`src/rtl/enc4x2_seq.sv`:
```
// Registered 4-to-2 request encoder: queues single-cycle request pulses and
// issues them one at a time as a 2-bit code under a valid/ready handshake.
module enc4x2_seq #(
  parameter bit RR = 1'b0  // 0: fixed priority (lowest index), 1: round-robin
) (
  input  logic       clk,
  input  logic       rst_n,
  input  logic [3:0] req,
  input  logic       out_ready,
  output logic [1:0] code,
  output logic       out_valid,
  output logic [3:0] pending,
  output logic       dropped
);

  typedef enum logic {
    IDLE = 1'b0,
    SEND = 1'b1
  } state_t;

  state_t     state_q, state_d;
  logic [1:0] code_q, code_d;
  logic [3:0] pending_q, pending_d;
  logic       dropped_q, dropped_d;
  logic [1:0] last_q, last_d;

  logic [3:0] cand;
  logic [1:0] sel;
  logic       load;

  // Requests are eligible in the cycle they arrive, so the search covers both.
  assign cand = pending_q | req;

  always_comb begin
    logic [1:0] idx;
    // NOTE: every variable written here gets a default first so no latch is inferred.
    sel = 2'd0;
    idx = 2'd0;
    if (RR) begin
      // Walk from last+4 (== last) down to last+1; the final hit is the first in search order.
      for (int k = 4; k >= 1; k--) begin
        idx = last_q + 2'(k);
        if (cand[idx]) sel = idx;
      end
    end else begin
      for (int i = 3; i >= 0; i--) begin
        if (cand[i]) sel = 2'(i);
      end
    end
  end

  // A new code is taken whenever the output register is free or being emptied.
  assign load = (cand != 4'b0000) && ((state_q == IDLE) || out_ready);

  always_comb begin
    state_d   = state_q;
    code_d    = code_q;
    last_d    = last_q;
    pending_d = cand;
    dropped_d = dropped_q | (|(req & pending_q));

    case (state_q)
      IDLE: begin
        if (load) state_d = SEND;
      end
      SEND: begin
        if (out_ready && !load) state_d = IDLE;
      end
      default: state_d = IDLE;
    endcase

    if (load) begin
      code_d    = sel;
      last_d    = sel;
      pending_d = cand & ~(4'b0001 << sel);
    end
  end

  always_ff @(posedge clk) begin
    // NOTE: sequential state uses non-blocking assignments so all flops update together.
    if (!rst_n) begin
      state_q   <= IDLE;
      code_q    <= 2'd0;
      pending_q <= 4'b0000;
      dropped_q <= 1'b0;
      last_q    <= 2'd3;
    end else begin
      state_q   <= state_d;
      code_q    <= code_d;
      pending_q <= pending_d;
      dropped_q <= dropped_d;
      last_q    <= last_d;
    end
  end

  assign code      = code_q;
  assign out_valid = (state_q == SEND);
  assign pending   = pending_q;
  assign dropped   = dropped_q;

endmodule

```
`config.mk`:
```
export PLATFORM = sky130hd
export DESIGN_NAME = enc4x2_seq
export DESIGN_NICKNAME = d
export VERILOG_FILES = /design/src/rtl/enc4x2_seq.sv
export SDC_FILE = /design/constraint.sdc
export NUM_CORES = 1
export LEC_CHECK = 0
export CORE_AREA = 2 2 39 41
export CTS_BUF_LIST = sky130_fd_sc_hd__clkbuf_2 sky130_fd_sc_hd__clkbuf_4 sky130_fd_sc_hd__clkbuf_8
export DETAILED_ROUTE_END_ITERATION = 10
export DIE_AREA = 0 0 41 43
export GPL_TIMING_DRIVEN = 0
export HOLD_SLACK_MARGIN = 0.02
export PLACE_DENSITY = 0.49
export SYNTH_ARGS = -nofsm -noshare
export SYNTH_HDL_FRONTEND = slang
export SYNTH_SLANG_ARGS = --single-unit
```
`constraint.sdc`:
```
create_clock -name clk -period 1.08 [get_ports clk]
set_input_delay 0.216 -clock clk [delete_from_list [all_inputs] [get_ports clk]]
set_output_delay 0.216 -clock clk [all_outputs]
set_load 0.05 [all_outputs]
```
==> run summary <==
Status: finished, violations left
Failing checks: negative setup slack
Htree depth: 1
Layout cell share with drive strength beyond 1: 0.509
Period utilization: 1.05
Total overflow reported by the global router: 0
Cell variety after synth: 16
Via count: 336
Unrepaired setup endpoints after global routing: yes
Final worst setup slack: -0.0580 ns
CTS clock-pin slew for the worst setup and hold paths: 0.06 ns
Placed insts: 63
Worst VDD drop: 653 uV
Tmin final: 1.14 ns
Most frequent cells after synthesis: dfxtp_1 (8), a21oi_1 (4), nor2_1 (4), nor3_1 (4), nand2_1 (2)
Mapped Area: 305 um^2
Num rows: 14
Synth top area cells: dfxtp_1 (52%), a21oi_1 (6.6%), nor3_1 (6.6%)
Largest net degree at the start of global routing: 8
Routability cong.: 0.705
DRC viols: 0
Vias per inst: 4.87
Worst-case clock buffer depth: 2
Layout area overhead: 78.7%
FMAX: 0.879 GHz
Endpoints failing hold: 0
Detailed Route WL: 857 um
Initial Util: 0.221
Syn avg cell area: 9.25 um^2
Die area: 1760 um^2
Chip height: 43 um
Post-synth top area cell: dfxtp_1
Global-route wire length before repair: 1.23 mm
RR Startpoint: pending[2]
Synth Net Count: 40
Crit. End Element: register
Power per standard cell area: 1510 nW/um^2
HP Start: out_ready
All-Layer GR Usage: 0.107
Slew @ Worst Pin: 0.273 ns
Seq/Total Area, Yosys: 0.525
Post-synth EDFFs: 0
Reg2reg end: code[1]
CTS tree: done
Initial antenna violation count: 0
Core Region: 1380 um^2
Vias in the first global route: 294
HP Class: input port to register
Critical Path Start Type: register
Clk_lat worst skew: 0.26 ns
Leakage: 0.240 nW
Post-cts hold buffer count: 0
Relative slew slack: 0.818
CP Max Fanout: 4
Synthesis-stage register bit count: 8
Ys Warns: 0
R2r setup slk: -0.06 ns
Setup violators final: 1
Mapped Cells: 33
Share of the synthesized area in the top cell type: 0.525
Nets: 61
Wire length per cell: 12.4 um
Total clock sinks: 8
Root Driver: clkbuf_4
Min-Delay Path Depth: 3
Critical Path RT: 1.22 ns
Cells on worst reg2reg path: 3
I/O pin count: 15
Layout Cells excl Fill: 69
First-pass DRT Iterations: 4
Min-Delay Endpoint: pending[0]
Clk_skew: 0.00861 ns
HPWL after detailed placement: 559 um
PortBufs: 14
Post-layout util: 0.394
Maxcap violations: 0
Main synth FF type: dfxtp_1
Total power: 0.826 mW
Slew Limit Fails: 0
CP Class: register to register
Critical path arrival: 1.28 ns
Die X: 41 um
TritonCTS Buffers: 3
Most numerous cell in the Yosys netlist: dfxtp_1
Starting DRC count in detailed routing: 10
Async S/R FF share, synth: 0
# diodes: 0
Antenna viol nets, final: 0
## logic make-up after synthesis
kind of cell / after synthesis / share of synthesized area
AO/OA/AOI/OAI: 9 / 0.209
buffers and inverters: 1 / 0.0123
flip-flops: 8 / 0.525
AND/OR/NAND/NOR: 15 / 0.254
## through the flow
step,cell area [um^2],setup WS (ns),hold WS [ns],setup TNS [ns]
3_5_place_dp,485,-0.503,0.474,-4.06
5_1_grt,546,-0.0860,0.323,-0.183
4_1_cts,519,-0.0691,0.419,-0.0818
6_report,546,-0.0580,0.296,-0.0580
3_3_place_gp,485,-0.508,0.475,-4.09
2_1_floorplan,325,-0.0741,0.334,-0.0741
## worst max-delay path, cell delays in order (launching register included)
cell     delay (ns)
dfxtp_4        0.35
or4_4          0.49
a21oi_2        0.13
nor3_1         0.05
## worst max path at each step
stage                     from       to  slack [ns]  cells past startpoint
floorplan           pending[3]  code[1]       -0.07                      3
global placement        req[3]  code[1]       -0.51                      4
detailed placement      req[3]  code[1]       -0.50                      4
CTS                 pending[3]  code[1]       -0.07                      3
global route        pending[2]  code[1]       -0.09                      3
finish              pending[2]  code[1]       -0.06                      3
## area by class of cell
class                           instances  area, um^2
Multi-Input combinational cell         24         178
Fill cell                             144         838
Sequential cell                         8         175
Clock buffer                            4        30.0
Tap cell                               16        20.0
Timing Repair Buffer                   16         139
Inverter                                1        3.75
## flip-flops by register name, summed over array words and instances, names as in the netlist
register / count
pending: 4
code: 2
dropped: 1
out_valid: 1
## power by group
group          total, mW  switching, mW  internal, mW
registers          0.334         0.0177         0.316
clock network      0.285          0.118         0.167
logic              0.207          0.128        0.0787
total              0.826          0.264         0.562
## layer usage
metal / vias to the layer above / global-route usage / wire (um)
met2: 10 / 0.141 / 375
met3: 4 / 0.0314 / 60
met4: 0 / 0.100 / 21
met1: 155 / 0.132 / 401
li1: 167 / - / -
met5: - / 0 / 0
## what timing repair did
action / CTS / global route
pin swaps: 2 / 5
setup endpoints to repair: 11 / 7
resized for setup: 53 / 6
setup buffers: 1 / 1
## cell usage in the layout (no fill, tap or decap)
master           instances
and2b_2                  1
dfxtp_4                  3
dlymetal6s2s_1           2
buf_4                    6
dlygate4sd2_1            2
nor3b_1                  1
a222oi_1                 1
a21oi_1                  3
nor2_1                   2
inv_1                    1
nand2_1                  2
a21oi_2                  1
nor2_4                   2
a211oi_1                 1
dfxtp_1                  2
buf_2                    1
nand2b_4                 1
nand4_1                  1
o32ai_1                  1
clkbuf_4                 6
or4_4                    1
clkdlybuf4s50_1          2
a221oi_1                 1
dfxtp_2                  3
nor3_2                   1
o31a_1                   1
nor3_1                   3
buf_6                    1
Note: power is estimated with default switching activity, not from simulation.
